**src/rtl/wb_arbiter_pkg.sv**
```systemverilog
// Shared writeback-arbiter types: requester indices, the per-requester result
// record and the index width used for grant_id and the arbitration pointer.
package wb_arbiter_pkg;

  localparam int REQ_ALU = 0;
  localparam int REQ_MEM = 1;
  localparam int REQ_FPU = 2;

  // grant_id is architecturally 2 bits, so NREQ is limited to 4
  localparam int IDX_W = 2;

  typedef struct packed {
    logic [4:0]  dest;
    logic [31:0] data;
    logic        is_freg;
  } wb_req_t;

  function automatic logic [IDX_W-1:0] wrap_inc(input logic [IDX_W-1:0] idx, input int n);
    logic [IDX_W-1:0] last;
    last = IDX_W'(n - 1);
    return (idx == last) ? '0 : idx + 1'b1;
  endfunction

endpackage

```
**src/rtl/wb_arbiter_if.sv**
```systemverilog
// Writeback bus between the result producers (master side) and the arbiter
// plus register-file write port (slave side).
interface wb_arbiter_if #(parameter int NREQ = 3);

  logic                  flush;
  logic [NREQ-1:0]       req_valid;
  logic [NREQ-1:0]       req_ready;
  logic [NREQ-1:0][4:0]  req_dest;
  logic [NREQ-1:0][31:0] req_data;
  logic [NREQ-1:0]       req_is_freg;

  logic                  reg_w_enable;
  logic                  freg_w_enable;
  logic [4:0]            reg_w_dest;
  logic [31:0]           reg_w_data;
  logic [1:0]            grant_id;
  logic                  busy;

  modport master (
    output flush, req_valid, req_dest, req_data, req_is_freg,
    input  req_ready, reg_w_enable, freg_w_enable, reg_w_dest, reg_w_data,
           grant_id, busy
  );

  modport slave (
    input  flush, req_valid, req_dest, req_data, req_is_freg,
    output req_ready, reg_w_enable, freg_w_enable, reg_w_dest, reg_w_data,
           grant_id, busy
  );

endinterface

```
**src/rtl/wb_arbiter_rr_picker.sv**
```systemverilog
// One-hot requester pick: rotate by pointer, lowest-index priority encode, unrotate.
// With WB_ARBITER_RR_EN undefined the rotation is bypassed (fixed priority, no ptr port).
module rr_picker
  import wb_arbiter_pkg::*;
#(
  parameter int N = 3
) (
  input  logic [N-1:0]     req,
`ifdef WB_ARBITER_RR_EN
  input  logic [IDX_W-1:0] ptr,
`endif
  output logic [N-1:0]     gnt,
  output logic [IDX_W-1:0] idx,
  output logic             any
);

  logic [N-1:0]     rot;
  logic [IDX_W-1:0] enc;

`ifdef WB_ARBITER_RR_EN
  localparam logic [IDX_W:0] N_W = (IDX_W+1)'(N);
  logic [IDX_W:0] sum;
`endif

  always_comb begin
`ifdef WB_ARBITER_RR_EN
    // requester at ptr lands on bit 0 so the encoder starts its search there
    rot = N'({req, req} >> ptr);
`else
    rot = req;
`endif

    enc = '0;
    for (int k = N - 1; k >= 0; k--) begin
      if (rot[k]) enc = IDX_W'(k);
    end
    any = |rot;

`ifdef WB_ARBITER_RR_EN
    sum = {1'b0, enc} + {1'b0, ptr};
    if (sum >= N_W) sum = sum - N_W;
    idx = sum[IDX_W-1:0];
`else
    idx = enc;
`endif

    gnt = '0;
    for (int i = 0; i < N; i++) begin
      gnt[i] = any && (idx == IDX_W'(i));
    end
  end

endmodule

```
**src/rtl/wb_arbiter.sv**
```systemverilog
// Writeback arbiter: grants one requester per cycle and registers its result onto
// the register-file write port one cycle later. Round-robin when WB_ARBITER_RR_EN is defined.
module wb_arbiter
  import wb_arbiter_pkg::*;
#(
  parameter int NREQ = 3
) (
  input logic         clk,
  input logic         rstn,
  wb_arbiter_if.slave bus
);

  logic [NREQ-1:0]  pick_req;
  logic [NREQ-1:0]  gnt;
  logic [IDX_W-1:0] gnt_idx;
  logic             gnt_any;

  wb_req_t          sel;
  wb_req_t          wr_d, wr_q;
  logic             wr_valid_d, wr_valid_q;
  logic [IDX_W-1:0] grant_id_d, grant_id_q;

`ifdef WB_ARBITER_RR_EN
  logic [IDX_W-1:0] ptr_d, ptr_q;
`endif

  // no grant while held in reset so nothing is consumed that cannot be written
  assign pick_req = (rstn && !bus.flush) ? bus.req_valid : '0;

  rr_picker #(.N(NREQ)) u_picker (
    .req (pick_req),
`ifdef WB_ARBITER_RR_EN
    .ptr (ptr_q),
`endif
    .gnt (gnt),
    .idx (gnt_idx),
    .any (gnt_any)
  );

  assign bus.req_ready = gnt;

  always_comb begin
    sel = '0;
    for (int i = 0; i < NREQ; i++) begin
      if (gnt[i]) begin
        sel.dest    = bus.req_dest[i];
        sel.data    = bus.req_data[i];
        sel.is_freg = bus.req_is_freg[i];
      end
    end

    wr_d       = sel;
    wr_valid_d = gnt_any;
    grant_id_d = gnt_any ? gnt_idx : '0;

`ifdef WB_ARBITER_RR_EN
    ptr_d = ptr_q;
    if (gnt_any) ptr_d = wrap_inc(gnt_idx, NREQ);
`endif
  end

  always_ff @(posedge clk or negedge rstn) begin
    if (!rstn) begin
      wr_q       <= '0;
      wr_valid_q <= 1'b0;
      grant_id_q <= '0;
`ifdef WB_ARBITER_RR_EN
      ptr_q      <= '0;
`endif
    end else begin
      wr_q       <= wr_d;
      wr_valid_q <= wr_valid_d;
      grant_id_q <= grant_id_d;
`ifdef WB_ARBITER_RR_EN
      ptr_q      <= ptr_d;
`endif
    end
  end

  // integer writes to x0 are consumed silently; f0 is a real register
  assign bus.reg_w_enable  = wr_valid_q & ~wr_q.is_freg & (wr_q.dest != 5'd0);
  assign bus.freg_w_enable = wr_valid_q & wr_q.is_freg;
  assign bus.reg_w_dest    = wr_q.dest;
  assign bus.reg_w_data    = wr_q.data;
  assign bus.grant_id      = grant_id_q;
  assign bus.busy          = (|bus.req_valid) | wr_valid_q;

endmodule
```
**src/flat_wrapper.sv**
```systemverilog
// flat-port wrapper written by rule: the top's interface ports become plain ports
module wb_arbiter_flat import wb_arbiter_pkg::*;
#(
  parameter int NREQ = 3
)
  (clk, rstn, bus_flush, bus_req_valid, bus_req_dest, bus_req_data, bus_req_is_freg, bus_req_ready, bus_reg_w_enable, bus_freg_w_enable, bus_reg_w_dest, bus_reg_w_data, bus_grant_id, bus_busy);
  wb_arbiter_if #(.NREQ(NREQ)) bus_i ();
  input logic clk;
  input logic rstn;
  input wire logic [$bits(bus_i.flush)-1:0] bus_flush;
  input wire logic [$bits(bus_i.req_valid)-1:0] bus_req_valid;
  input wire logic [$bits(bus_i.req_dest)-1:0] bus_req_dest;
  input wire logic [$bits(bus_i.req_data)-1:0] bus_req_data;
  input wire logic [$bits(bus_i.req_is_freg)-1:0] bus_req_is_freg;
  output wire logic [$bits(bus_i.req_ready)-1:0] bus_req_ready;
  output wire logic [$bits(bus_i.reg_w_enable)-1:0] bus_reg_w_enable;
  output wire logic [$bits(bus_i.freg_w_enable)-1:0] bus_freg_w_enable;
  output wire logic [$bits(bus_i.reg_w_dest)-1:0] bus_reg_w_dest;
  output wire logic [$bits(bus_i.reg_w_data)-1:0] bus_reg_w_data;
  output wire logic [$bits(bus_i.grant_id)-1:0] bus_grant_id;
  output wire logic [$bits(bus_i.busy)-1:0] bus_busy;
  assign bus_i.flush = bus_flush;
  assign bus_i.req_valid = bus_req_valid;
  assign bus_i.req_dest = bus_req_dest;
  assign bus_i.req_data = bus_req_data;
  assign bus_i.req_is_freg = bus_req_is_freg;
  assign bus_req_ready = bus_i.req_ready;
  assign bus_reg_w_enable = bus_i.reg_w_enable;
  assign bus_freg_w_enable = bus_i.freg_w_enable;
  assign bus_reg_w_dest = bus_i.reg_w_dest;
  assign bus_reg_w_data = bus_i.reg_w_data;
  assign bus_grant_id = bus_i.grant_id;
  assign bus_busy = bus_i.busy;
  wb_arbiter #(.NREQ(NREQ)) u_core (.clk(clk), .rstn(rstn), .bus(bus_i));
endmodule
```
**config.mk**
```make
export PLATFORM = sky130hd
export DESIGN_NAME = wb_arbiter_flat
export DESIGN_NICKNAME = d
export VERILOG_FILES = /design/src/rtl/wb_arbiter_pkg.sv /design/src/rtl/wb_arbiter_if.sv /design/src/rtl/wb_arbiter_rr_picker.sv /design/src/rtl/wb_arbiter.sv /design/src/flat_wrapper.sv
export SDC_FILE = /design/constraint.sdc
export NUM_CORES = 1
export LEC_CHECK = 0
export ABC_AREA = 0
export CORE_ASPECT_RATIO = 0.5
export CORE_MARGIN = 2
export CORE_UTILIZATION = 25
export CTS_CLUSTER_DIAMETER = 100
export DETAILED_ROUTE_END_ITERATION = 16
export GPL_TIMING_DRIVEN = 0
export PLACE_DENSITY = 0.76
export SYNTH_ARGS = -nofsm -noshare
export SYNTH_HDL_FRONTEND = slang
export SYNTH_SLANG_ARGS = --single-unit
```
**constraint.sdc**
```tcl
create_clock -name clk -period 2.2 [get_ports clk]
set_input_delay 0.33 -clock clk [delete_from_list [all_inputs] [get_ports clk]]
set_output_delay 0.33 -clock clk [all_outputs]
set_load 0.02 [all_outputs]
```
After elaboration in Yosys (flattened, before gate mapping)
Cells that the tools add are included.

storage, ports and cells
  bits in registers = 41
  output and inout bits = 45

operators by class
  equal/unequal tests = 2
  multiplexer cells = 8
  bitwise logic cells = 5
  reductions and logical operators = 9

operator list
  cell                  count
  $mux W38              3
  $mux W2               4
  $reduce_or A3 Y1      2
  $reduce_bool A5 Y1    1
  $logic_and A1 B1 Y1   4
  $and A1 B1 Y1         3
  $mux W3               1
  $eq A2 B1 Y1 const B  1
  $eq A2 B2 Y1 const B  1
  $logic_not A2 Y1      1
  $logic_not A1 Y1      1
  $not A1 Y1            1
  $or A1 B1 Y1          1

Logic depth before layout (Yosys ltp)
  depth in word-level cells = 11
  depth in mapped cells = 5
  depth with buffers taken out = 3

Modules after synthesis
From an unflattened synthesis, not the netlist that was laid out.

unflattened totals
  cell total of the unflattened synthesis = 268
  area, all modules = 2,792.7 um^2

modules (own cells, without submodules)
  module      instances  cells an instance  area each (um^2)
  wb_arbiter  1          262                2,753.9
  rr_picker   1          6                  38.8

Least setup slack after synthesis
OpenSTA, ideal clock, no wires.

  kind = flip-flop to output port
  from = register u_core.wr_q (netlist bit u_core.bus.reg_w_dest[0])
  to = output bus_reg_w_enable
  data arrival time = 1,046 ps
  data required time = 1,870 ps
  path slack = 824 ps
  cell stages (with the launch flop) = 4
  path buffers = 0
  cells stage by stage = dfrtp_1 -> or4_1 -> nor2_1 -> nor3b_1

on the way
  cells in the longest elaborated chain, start to end = 2

ends and longest elaborated chain
  element                 RTL line            source
  from (decl)             wb_arbiter.sv:19    wb_req_t wr_d, wr_q;
  from (signal assigned)  wb_arbiter.sv:71    wr_q <= wr_d;
  $reduce_bool A5 Y1      wb_arbiter.sv:81    assign bus.reg_w_enable = wr_valid_q & ~wr_q.is_freg & (wr_q.dest != 5'd0);
  $and A1 B1 Y1           wb_arbiter.sv:81
  to (decl)               flat_wrapper.sv:16  output wire logic [$bits(bus_i.reg_w_enable)-1:0] bus_reg_w_enable;

Every way passes these cells.

Worst setup path after layout
  from = input bus_flush
  to = output bus_req_ready[2]

on the way
  cells in the longest elaborated chain, start to end = 8
  elaborated cells on any way between the ends = 9

ends and longest elaborated chain
  element                  RTL line                    source
  from (decl)              flat_wrapper.sv:10          input wire logic [$bits(bus_i.flush)-1:0] bus_flush;
  $logic_not A1 Y1 (*)     wb_arbiter.sv:28            assign pick_req = (rstn && !bus.flush) ? bus.req_valid : '0;
  $logic_and A1 B1 Y1 (*)  wb_arbiter.sv:28
  $mux W3 (*)              wb_arbiter.sv:28
  $mux W2 (3 in a row)     wb_arbiter_rr_picker.sv:35  if (rot[k]) enc = IDX_W'(k);
  $eq A2 B2 Y1             wb_arbiter_rr_picker.sv:49  gnt[i] = any && (idx == IDX_W'(i));
  $logic_and A1 B1 Y1 (*)  wb_arbiter_rr_picker.sv:49
  to (decl)                flat_wrapper.sv:15          output wire logic [$bits(bus_i.req_ready)-1:0] bus_req_ready;

Every way passes the cells marked *; elsewhere a longest branch is shown, timed or not.

==> metrics.md <==
| Metric | Value |
|---|---|
| Final period util | 0.944 |
| Routed wire length | 7120 um |
| DR pass1 iterations | 4 |
| Clock sinks | 41 |
| Status | completed |
| End-of-flow core utilization | 0.509 |
| Area leader, netlist | dfrtp_1 |
| Max cap viols | 0 |
| Post-Syn Area | about 2100 um2 |
| Clock tree from TritonCTS | yes |
| Post-synthesis sequential area ratio | 0.491 |
| Highest Clock Rate | about 0.48 GHz |
| Yosys Warn Count | 0 |
| Share of the synthesized area in the top cell type | 0.491 |
| GRT Overall Usage | 0.147 |
| Minimum clock period | between 2 and 2.5 ns |
| Total chip power | approximately 2.0 mW |
| DR iter-0 viols | 85 |
| Post-route DRC | 0 |
| Crit path buf inv count | 3 |
| Synthesized instance count | about 180 |
| Register area | about 1000 um2 |
| Starting density of the core | 0.259 |
| WP data arrival | around 1.8 ns |
| RSZ-0062 raised after global routing | no |
| Cell family with most CP delay | buffers and inverters |
| Core area | a little over 8000 um2 |
| Die height | between 60 and 70 um |
| GP Congestion | 0.782 |
| Hold Crit Class | primary input to asynchronous set/reset pin |
| Total gr overflow | 0 |
| Area Overhead vs Synth | 96.1% |
| CP max stage delay | 0.44 ns |
| Antenna-violating nets left | 0 |
| # rows | 23 |
| Root buffer cell | clkbuf_16 |
| Synth top area cells | dfrtp_1 49%, a22o_1 16%, buf_4 14% |
| Layout fillers | between 700 and 800 |
| Slew headroom | 0.587 |
| Maximum clock path buffer count | 2 |
| Avg WL per Cell | ~15 um |
| Worst setup EP type | primary output |
| H-tree depth | 2 |
| Worst-path cell chain | clkdlybuf4s50_1, nor2b_1, and3_1, buf_2, clkdlybuf4s15_1 |
| Hold Fails Final Rpt | 0 |
| Die width | ~130 um |
| Buffers on Ports | approximately 160 |
| Syn nets | between 200 and 300 |
| First-pass GRT wire length | between 10000 and 15000 um |
| Max-slew violation count | 0 |
| Mean area per synthesized cell | roughly 12 um2 |
| Crit start category | primary input |
| Slew @ Worst Pin | between 0.6 and 0.7 ns |
| Num CTS Buffers | 5 |
| Yosys cell types | 16 |
| Fin nets | between 400 and 500 |
| Finish-stage setup viols | 0 |
| Worst vdd ir | 0.336 mV |
| Pwr Density | between 400 and 500 nW/um2 |
| Antenna Cells | 0 |
| Initial antenna violation count | 0 |
| Worst Path Max Fanout | 10 |
| DP HPWL | 5520 um |
| Clock Pin Slew Worst Setup and Hold Paths | 0.07 ns |
| Synthesized flop and latch total | slightly above 40 |
| Multi-input logic area | around 710 um2 |
| Die area | roughly 9100 um2 |
| Share of cells above drive strength 1 | 0.166 |
| Vias/cell | 4.26 |
| Vias | 1996 |
| Lkg Pwr | 2.13 nW |
| Crit path kind | primary input to primary output |
| # IOs | roughly 170 |
| Slowest stage cell, crit path | clkdlybuf4s50_1 |
| Largest net degree at the start of global routing | 18 |
| WP data required | ~1.9 ns |
| Number of global-route vias before repair | between 1500 and 2000 |
-- per-layer routing --
layer / track usage / routed length (um) / part of all wire
met5: 0 / 0 / 0
met4: 0.0439 / 107 / 0.015
met3: 0.0219 / 183 / 0.026
met2: 0.302 / 4050 / 0.57
met1: 0.164 / 2780 / 0.39
-- path summary, 6_finish.rpt --
path                           start                  endpoint  slack, ns  cells past startpoint
worst min-delay path            rstn  u_core.bus.reg_w_data[8]       0.14                      2
max in group asynchronous       rstn  u_core.bus.reg_w_dest[2]       1.04                      3
worst max-delay path       bus_flush          bus_req_ready[2]       0.12                      5
min in group clk                rstn         u_core.wr_valid_q       0.59                      4
-- stage by stage --
step                instances  hold WS, ns  setup WS (ns)  area [um2]  setup TNS [ns]
finish                    468        0.137          0.123        4100               0
global route              468        0.142       0.000152        4100               0
CTS                       468        0.133        0.00497        4090               0
detailed placement        456        0.214         -0.316        3890          -0.890
global placement          455        0.914          -1.87        3870          -70.58
floorplan                 179       0.0344          0.824        2090               0
-- layout make-up --
class | instances | area share
timing repair buffer | 170 | 0.422
sequential | 41 | 0.250
multi-input combinational | 88 | 0.173
buffer | 49 | 0.0861
tap | 112 | 0.0342
clock buffer | 6 | 0.0315
clock inverter | 2 | 0.00366
-- Yosys cell counts --
| cell | n |
|---|---|
| o31a_1 | 1 |
| or4_1 | 2 |
| buf_2 | 6 |
| clkbuf_1 | 3 |
| dfrtp_1 | 41 |
| nor2_1 | 2 |
| and4bb_4 | 1 |
| nor3b_1 | 1 |
| and3_1 | 2 |
| buf_6 | 2 |
| nor2b_1 | 1 |
| buf_4 | 39 |
| and3b_1 | 1 |
| and2_1 | 1 |
| a21o_1 | 38 |
| a22o_1 | 38 |
-- flip-flops by register name (all words and copies together), names as in the netlist --
name and cells:
u_core.bus.reg_w_data 32, u_core.bus.reg_w_dest 5, u_core.bus.grant_id 2, u_core.wr_q 1
u_core.wr_valid_q 1
-- cell usage in the layout, fill, tap and decap left out --
cell	Yosys	routed
clkbuf_16	0	5
and3_1	2	2
and3b_1	1	1
buf_12	0	1
buf_4	39	41
nor3b_1	1	1
and4bb_4	1	1
clkbuf_2	0	1
dlymetal6s2s_1	0	1
or4_1	2	2
nor2_1	2	2
dfrtp_1	41	41
o31a_1	1	1
clkdlybuf4s15_1	0	1
dlygate4sd2_1	0	3
buf_2	6	5
a21o_1	38	38
clkinvlp_4	0	2
nor2b_1	1	1
and2_1	1	1
bufbuf_16	0	1
a22o_1	38	38
buf_6	2	2
dlygate4sd3_1	0	3
clkbuf_1	3	3
clkdlybuf4s50_1	0	158
-- cell families (layout without fill, tap and decap cells) --
family | after synthesis | count (layout) | synth area share
DFF | 41 | 41 | 0.491
and+or+nand+nor | 11 | 11 | 0.0383
AOI/OAI and AO/OA | 77 | 77 | 0.300
buffers and inverters | 50 | 227 | 0.171
-- what timing repair did --
action / 4_1_cts / 5_1_grt
setup endpoints to repair: 5 / 2
hold buffers: 3 / 0
gates resized for setup: 6 / 2
buffers inserted: 1 / 0
endpoints found under the hold margin: 9 / 0
pin swaps: 1 / 0
cloned: 1 / 0
-- power by group --
part	switching [mW]	internal (mW)	total, mW
logic	0.165	0.345	0.510
clock network	0.300	0.421	0.721
registers	0.0113	0.789	0.800
(Power assumes the default switching activity.)
